==> config.mk <==
export PLATFORM = sky130hd
export DESIGN_NAME = processor_forwarding_unit_flat
export DESIGN_NICKNAME = d
export VERILOG_FILES = /design/src/rtl/processor_forwarding_unit_pkg.sv /design/src/rtl/processor_forwarding_unit_if.sv /design/src/rtl/processor_forwarding_unit_prims.sv /design/src/rtl/processor_forwarding_unit.sv /design/src/flat_wrapper.sv
export SDC_FILE = /design/constraint.sdc
export NUM_CORES = 1
export LEC_CHECK = 0
export CORE_AREA = 2 2 229 231
export DETAILED_ROUTE_END_ITERATION = 8
export DIE_AREA = 0 0 231 233
export PLACE_DENSITY = 0.4
export RECOVER_POWER = 25
export SLEW_MARGIN = 20
export SYNTH_ARGS = -nofsm -noshare
export SYNTH_HDL_FRONTEND = slang
export SYNTH_HIERARCHICAL = 1
export SYNTH_SLANG_ARGS = --single-unit
==> constraint.sdc <==
create_clock -name clk -period 2.6 [get_ports clk]
set_clock_uncertainty 0.05 [all_clocks]
set_input_delay 0.26 -clock clk [delete_from_list [all_inputs] [get_ports clk]]
set_output_delay 0.26 -clock clk [all_outputs]
set_load 0.02 [all_outputs]
==> src/rtl/processor_forwarding_unit_pkg.sv <==
// Shared constants and helpers for the operand forwarding unit: field
// positions, widths and the control-triple classification.
package processor_forwarding_unit_pkg;

    localparam int DATA_W = 64;
    localparam int REG_W  = 5;

    localparam logic [REG_W-1:0] XZR = 5'd31;

    localparam int RN_LSB = 5;
    localparam int RN_MSB = 9;
    localparam int RM_LSB = 16;
    localparam int RM_MSB = 20;
    localparam int RD_LSB = 0;
    localparam int RD_MSB = 4;

    // Control triple ordered {MemWrite, MemRead, RegWrite}
    typedef enum logic [2:0] {
        CTRL_BRANCH = 3'b000,
        CTRL_STORE  = 3'b100,
        CTRL_LOAD   = 3'b011
    } ctrl_class_t;

    // An EX load has no data yet, so it is excluded along with stores/branches
    function automatic logic ex_forwardable(input logic [2:0] ctrl, input logic [REG_W-1:0] rd);
        return (ctrl != CTRL_BRANCH) && (ctrl != CTRL_STORE) &&
               (ctrl != CTRL_LOAD) && (rd != XZR);
    endfunction

    function automatic logic ma_forwardable(input logic [2:0] ctrl, input logic [REG_W-1:0] rd);
        return (ctrl != CTRL_BRANCH) && (ctrl != CTRL_STORE) && (rd != XZR);
    endfunction

endpackage

==> src/rtl/processor_forwarding_unit_if.sv <==
// Decode/EX/MA signal bundle seen by the forwarding unit; the slave side is
// the unit itself, the master side is the surrounding pipeline.
interface processor_forwarding_unit_if;
    import processor_forwarding_unit_pkg::*;

    logic [31:0]         ID_instruction;
    logic                Reg2Loc;
    logic [DATA_W-1:0]   Da;
    logic [DATA_W-1:0]   Db;
    logic [31:0]         EX_instruction;
    logic [DATA_W-1:0]   EX_data;
    logic                EX_MemWrite;
    logic                EX_MemRead;
    logic                EX_RegWrite;
    logic [REG_W-1:0]    MA_Rd;
    logic [DATA_W-1:0]   MA_data;
    logic                MA_MemWrite;
    logic                MA_MemRead;
    logic                MA_RegWrite;
    logic [DATA_W-1:0]   Da_forwarded;
    logic [DATA_W-1:0]   Db_forwarded;
    logic [DATA_W-1:0]   Da_ex;
    logic [DATA_W-1:0]   Db_ex;

    modport master (
        output ID_instruction, Reg2Loc, Da, Db,
        output EX_instruction, EX_data, EX_MemWrite, EX_MemRead, EX_RegWrite,
        output MA_Rd, MA_data, MA_MemWrite, MA_MemRead, MA_RegWrite,
        input  Da_forwarded, Db_forwarded, Da_ex, Db_ex
    );

    modport slave (
        input  ID_instruction, Reg2Loc, Da, Db,
        input  EX_instruction, EX_data, EX_MemWrite, EX_MemRead, EX_RegWrite,
        input  MA_Rd, MA_data, MA_MemWrite, MA_MemRead, MA_RegWrite,
        output Da_forwarded, Db_forwarded, Da_ex, Db_ex
    );

endinterface

==> src/rtl/processor_forwarding_unit_prims.sv <==
// Small datapath primitives used by the forwarding unit: a 5-bit equality
// comparator, a 1-bit 2:1 mux and a parameterised 4:1 mux.
module isEqual5 (
    input  logic [4:0] a,
    input  logic [4:0] b,
    output logic       eq
);
    assign eq = (a == b);
endmodule

module mux2x1_base (
    input  logic a,
    input  logic b,
    input  logic sel,
    output logic y
);
    assign y = sel ? b : a;
endmodule

module mux4x1 #(
    parameter int W = 64
) (
    input  logic [W-1:0] in [4],
    input  logic [1:0]   sel,
    output logic [W-1:0] out
);
    assign out = in[sel];
endmodule

==> src/rtl/processor_forwarding_unit.sv <==
// Operand forwarding between ID and ID/EX: picks each source operand from the
// register file, the EX result or the MA result, and registers the choice.
module processor_forwarding_unit
    import processor_forwarding_unit_pkg::*;
(
    input  logic                          clk,
    input  logic                          rst_n,
    processor_forwarding_unit_if.slave    bus
);

    logic [REG_W-1:0] rn;
    logic [REG_W-1:0] rm;
    logic [REG_W-1:0] rd;
    logic [REG_W-1:0] ex_rd;
    logic             ex_valid;
    logic             ma_valid;

    assign rn    = bus.ID_instruction[RN_MSB:RN_LSB];
    assign rm    = bus.ID_instruction[RM_MSB:RM_LSB];
    assign rd    = bus.ID_instruction[RD_MSB:RD_LSB];
    assign ex_rd = bus.EX_instruction[RD_MSB:RD_LSB];

    assign ex_valid = ex_forwardable({bus.EX_MemWrite, bus.EX_MemRead, bus.EX_RegWrite}, ex_rd);
    assign ma_valid = ma_forwardable({bus.MA_MemWrite, bus.MA_MemRead, bus.MA_RegWrite}, bus.MA_Rd);

    // Only the register fields of the instruction words matter here
    logic unused_bits;
    assign unused_bits = ^{bus.ID_instruction[31:21], bus.ID_instruction[15:10],
                           bus.EX_instruction[31:5]};

    logic rn_ex_eq, rn_ma_eq, rm_ex_eq, rm_ma_eq, rd_ex_eq, rd_ma_eq;

    isEqual5 u_rn_ex (.a(rn), .b(ex_rd),      .eq(rn_ex_eq));
    isEqual5 u_rn_ma (.a(rn), .b(bus.MA_Rd),  .eq(rn_ma_eq));
    isEqual5 u_rm_ex (.a(rm), .b(ex_rd),      .eq(rm_ex_eq));
    isEqual5 u_rm_ma (.a(rm), .b(bus.MA_Rd),  .eq(rm_ma_eq));
    isEqual5 u_rd_ex (.a(rd), .b(ex_rd),      .eq(rd_ex_eq));
    isEqual5 u_rd_ma (.a(rd), .b(bus.MA_Rd),  .eq(rd_ma_eq));

    logic b_ex_eq, b_ma_eq;

    mux2x1_base u_b_ex_sel (.a(rd_ex_eq), .b(rm_ex_eq), .sel(bus.Reg2Loc), .y(b_ex_eq));
    mux2x1_base u_b_ma_sel (.a(rd_ma_eq), .b(rm_ma_eq), .sel(bus.Reg2Loc), .y(b_ma_eq));

    logic [1:0] a_sel;
    logic [1:0] b_sel;

    assign a_sel = {rn_ex_eq & ex_valid, rn_ma_eq & ma_valid};
    assign b_sel = {b_ex_eq  & ex_valid, b_ma_eq  & ma_valid};

    // Index order {regfile, MA, EX, EX} gives EX priority on a double hit
    logic [DATA_W-1:0] a_sources [4];
    logic [DATA_W-1:0] b_sources [4];

    assign a_sources[0] = bus.Da;
    assign a_sources[1] = bus.MA_data;
    assign a_sources[2] = bus.EX_data;
    assign a_sources[3] = bus.EX_data;

    assign b_sources[0] = bus.Db;
    assign b_sources[1] = bus.MA_data;
    assign b_sources[2] = bus.EX_data;
    assign b_sources[3] = bus.EX_data;

    logic [DATA_W-1:0] da_fwd;
    logic [DATA_W-1:0] db_fwd;

    mux4x1 #(.W(DATA_W)) u_a_mux (.in(a_sources), .sel(a_sel), .out(da_fwd));
    mux4x1 #(.W(DATA_W)) u_b_mux (.in(b_sources), .sel(b_sel), .out(db_fwd));

    assign bus.Da_forwarded = da_fwd;
    assign bus.Db_forwarded = db_fwd;

    always_ff @(posedge clk or negedge rst_n) begin
        if (!rst_n) begin
            bus.Da_ex <= '0;
            bus.Db_ex <= '0;
        end else begin
            bus.Da_ex <= da_fwd;
            bus.Db_ex <= db_fwd;
        end
    end

endmodule

==> src/flat_wrapper.sv <==
// flat-port wrapper written by rule: the top's interface ports become plain ports
module processor_forwarding_unit_flat import processor_forwarding_unit_pkg::*;
  (clk, rst_n, bus_ID_instruction, bus_Reg2Loc, bus_Da, bus_Db, bus_EX_instruction, bus_EX_data, bus_EX_MemWrite, bus_EX_MemRead, bus_EX_RegWrite, bus_MA_Rd, bus_MA_data, bus_MA_MemWrite, bus_MA_MemRead, bus_MA_RegWrite, bus_Da_forwarded, bus_Db_forwarded, bus_Da_ex, bus_Db_ex);
  processor_forwarding_unit_if bus_i ();
  input  logic clk;
  input  logic rst_n;
  input wire logic [$bits(bus_i.ID_instruction)-1:0] bus_ID_instruction;
  input wire logic [$bits(bus_i.Reg2Loc)-1:0] bus_Reg2Loc;
  input wire logic [$bits(bus_i.Da)-1:0] bus_Da;
  input wire logic [$bits(bus_i.Db)-1:0] bus_Db;
  input wire logic [$bits(bus_i.EX_instruction)-1:0] bus_EX_instruction;
  input wire logic [$bits(bus_i.EX_data)-1:0] bus_EX_data;
  input wire logic [$bits(bus_i.EX_MemWrite)-1:0] bus_EX_MemWrite;
  input wire logic [$bits(bus_i.EX_MemRead)-1:0] bus_EX_MemRead;
  input wire logic [$bits(bus_i.EX_RegWrite)-1:0] bus_EX_RegWrite;
  input wire logic [$bits(bus_i.MA_Rd)-1:0] bus_MA_Rd;
  input wire logic [$bits(bus_i.MA_data)-1:0] bus_MA_data;
  input wire logic [$bits(bus_i.MA_MemWrite)-1:0] bus_MA_MemWrite;
  input wire logic [$bits(bus_i.MA_MemRead)-1:0] bus_MA_MemRead;
  input wire logic [$bits(bus_i.MA_RegWrite)-1:0] bus_MA_RegWrite;
  output wire logic [$bits(bus_i.Da_forwarded)-1:0] bus_Da_forwarded;
  output wire logic [$bits(bus_i.Db_forwarded)-1:0] bus_Db_forwarded;
  output wire logic [$bits(bus_i.Da_ex)-1:0] bus_Da_ex;
  output wire logic [$bits(bus_i.Db_ex)-1:0] bus_Db_ex;
  assign bus_i.ID_instruction = bus_ID_instruction;
  assign bus_i.Reg2Loc = bus_Reg2Loc;
  assign bus_i.Da = bus_Da;
  assign bus_i.Db = bus_Db;
  assign bus_i.EX_instruction = bus_EX_instruction;
  assign bus_i.EX_data = bus_EX_data;
  assign bus_i.EX_MemWrite = bus_EX_MemWrite;
  assign bus_i.EX_MemRead = bus_EX_MemRead;
  assign bus_i.EX_RegWrite = bus_EX_RegWrite;
  assign bus_i.MA_Rd = bus_MA_Rd;
  assign bus_i.MA_data = bus_MA_data;
  assign bus_i.MA_MemWrite = bus_MA_MemWrite;
  assign bus_i.MA_MemRead = bus_MA_MemRead;
  assign bus_i.MA_RegWrite = bus_MA_RegWrite;
  assign bus_Da_forwarded = bus_i.Da_forwarded;
  assign bus_Db_forwarded = bus_i.Db_forwarded;
  assign bus_Da_ex = bus_i.Da_ex;
  assign bus_Db_ex = bus_i.Db_ex;
  processor_forwarding_unit u_core (.clk(clk), .rst_n(rst_n), .bus(bus_i));
endmodule
==> metrics.txt <==
root buffer cell=clkbuf_16; row cnt=83; first-pass GRT wire length=between 50 and 60 mm; Cells after Synth=339; pre-CTS WS=-0.8843 ns; Hold Crit Depth=2; die area=roughly 54000 um2; core area=between 50000 and 60000 um2; Starting DRT DRC Count=222; Top Ports=slightly below 600; fraction of layout cells with a size suffix above 1=0.4688; Cell Chain, Critical Path=buf_12 > buf_6 > xnor2_2 > nand3_2 > nor3_2 > and3_4 > buf_12 > buf_12 > buf_12 > mux4_2 > buf_6; Tot GR Track Use=0.1515; crit-path leading delay family=buffers and inverters; Synth Cell Area=between 6000 and 7000 um2; CP Max Fanout=7; Compound-Gate Fraction of Synth Area=0.001811; Synth Area in Simple Gates=0.02228; unrepaired setup endpoints after global routing=yes; synthesis-to-finish area growth=119.9%; largest net degree at the start of global routing=61; worst setup margin=between 0.03 and 0.04 ns; Final Setup Violations=0; min-delay src=bus_Db[40]; Critical Path RT=roughly 2.3 ns; post-layout util=0.2973; placer's final routability congestion estimate=between 0.8 and 0.9; Final ANT Viol Nets=0; Die Y=between 200 and 250 um; Via Count=6427; total power=6.975 mW; crit share post-route=0.9864; cell seen most often among critical-path stages=buf_12; Endpoint, Worst Hold=u_core/bus.Db_ex[40]$_DFF_PN0_; Tmin final=2.565 ns; post-synthesis sequential area ratio=0.4637; Initial Utilization=0.1352; clock sink total=~130; CP bufs+invs=6; Hold WC Path Type=in2reg; final WL=slightly above 40 mm; crit path from=bus_MA_Rd[4]; P_leak=between 5 and 6 nW; Crit-path slowest cell=mux4_2; Worst setup EP type=primary output; crit path DAT=approximately 2.3 ns; Longest Clk Path Bufs=2; antenna violations before repair=1; Overflow after GRT=0; clock slew seen by the registers of the worst setup and hold paths=approximately 0.06 ns; nets=approximately 1400; fmax=just under 400 MHz; status=complete, but fails checks; die width=roughly 230 um; CP max stage delay=0.55 ns; Synth cell types=19; Final Max Tran Viols=between 50 and 60; Max VDD drop=between 0.5 and 0.6 mV; CP startpoint kind=input port; Adder-Cell Fraction of Synth Area=0; #FFs+latches synth=roughly 130; Power Density=between 400 and 500 nW/um2; vias in the first global route=7266; filler instances=between 5000 and 6000; largest family of logic cells by synthesized area=multiplexers; failing checks=capacitance limit, slew limit; PortBufs=between 500 and 600; H-tree depth=4; xor and xnor fraction of the mapped netlist area=0.03804; Slew HR=-0.1768; antenna diode count=0; Residual DRC=0; CTS tree=yes; routed vias/inst=3.734; Num CTS Buffers=17; Synth Warn #=6; WS Path Type=in2out; DR pass1 iterations=4; Worst-Margin Slew=1.765 ns; Final Hold Vio Count=0; DP HPWL=just under 30 mm; WL/cell=between 20 and 25 um; multiplexer area fraction after synthesis=0.4260; max cap viols=1; syn_nets=about 670; Synth Area per Inst=a little over 20 um2
==> synth_stat cells <==
cell / count / area share
and3b_1: 1 / 0.0013
mux4_2: 120 / 0.39
and4_1: 1 / 0.0013
nor3_2: 6 / 0.0087
dfrtp_1: 128 / 0.46
or2_2: 1 / 0.00091
nand3_1: 7 / 0.0051
xnor2_1: 18 / 0.023
buf_12: 12 / 0.035
buf_2: 12 / 0.0087
mux2_4: 2 / 0.0043
nor2_1: 1 / 0.00054
xor2_1: 12 / 0.015
mux4_1: 8 / 0.030
and3_1: 3 / 0.0027
clkbuf_2: 2 / 0.0014
buf_6: 2 / 0.0033
a211oi_2: 1 / 0.0018
and2_1: 2 / 0.0018
==> metrics by stage <==
stage	cell area [um2]	std cells	TNS, ns	hold slack [ns]
5_1_grt	15190	1721	-0.3334	0.4164
2_1_floorplan	6908	339	0	-0.08559
3_3_place_gp	13820	1637	-115.11	0.2723
4_1_cts	15020	1714	0	0.2901
3_5_place_dp	13820	1637	-117.93	0.2716
6_report	15190	1721	0	0.4527
==> report_power, final <==
| group | leakage (nW) | switching (mW) | internal (mW) |
|---|---|---|---|
| clock | 0.281 | 0.974 | 1.53 |
| sequential | 1.49 | 0.0427 | 2.14 |
| combinational | 4.16 | 1.02 | 1.27 |
| total | 5.93 | 2.04 | 4.93 |
==> cells in the final DEF (no fill, tap or decap), drive strengths merged, types with 2 or more instances in the layout <==
cell,n
clkinv,3
mux2,2
dlygate4sd2,5
nor3,6
xnor2,18
bufbuf,3
clkbuf,29
clkdlybuf4s50,385
mux4,128
bufinv,3
buf,283
and3,3
clkdlybuf4s15,17
nand3,7
and2,2
xor2,12
dfrtp,128
==> worst max-delay path by stage <==
stage / end / slack (ns) / cells past startpoint
6_report: bus_Da_forwarded[59] / 0.04 / 11
2_1_floorplan: bus_Db_forwarded[10] / 0.43 / 8
5_1_grt: bus_Db_forwarded[19] / -0.06 / 11
3_3_place_gp: bus_Db_forwarded[51] / -0.86 / 9
3_5_place_dp: bus_Db_forwarded[63] / -0.88 / 10
4_1_cts: bus_Da_forwarded[59] / 0.002 / 11
==> flip-flops by register name, summed over array words and instances, names as in the netlist <==
register and cells:
u_core/bus.Da_ex 64, u_core/bus.Db_ex 64
==> routing by layer <==
metal,share of wire,track usage,vias to the layer above,routed length [um]
met2,0.50,0.2607,321,20680
met4,0.015,0.04214,2,631
met5,0.00039,0,-,16
li1,-,-,2828,-
met1,0.39,0.1704,3246,15780
met3,0.094,0.06507,30,3861
==> cell type report <==
cell class | instances | area [um2] | area share
clock inverters | 7 | 112.6 | 0.007412
clock buffers | 21 | 460.4 | 0.03031
repair buffers | 702 | 7054 | 0.4643
well taps | 680 | 850.8 | 0.05600
flip-flops and latches | 128 | 3203 | 0.2108
multi-input cells | 183 | 3511 | 0.2311
==> what timing repair did <==
item | 4_1_cts | 5_1_grt
setup buffers | 31 | 9
pin swaps | 26 | 8
endpoints found under the hold margin | 58 | 0
setup endpoints to repair | 128 | 91
hold buffers | 1 | 0
gates resized for setup | 714 | 66
gates cloned | 18 | 0
==> kinds of logic after synthesis <==
kind of cell	after synthesis
buffers and inverters	28
AND/OR/NAND/NOR	22
AO/OA/AOI/OAI	1
XOR/XNOR	30
multiplexers	130
flip-flops	128
Power figures use the tool's default switching activity.
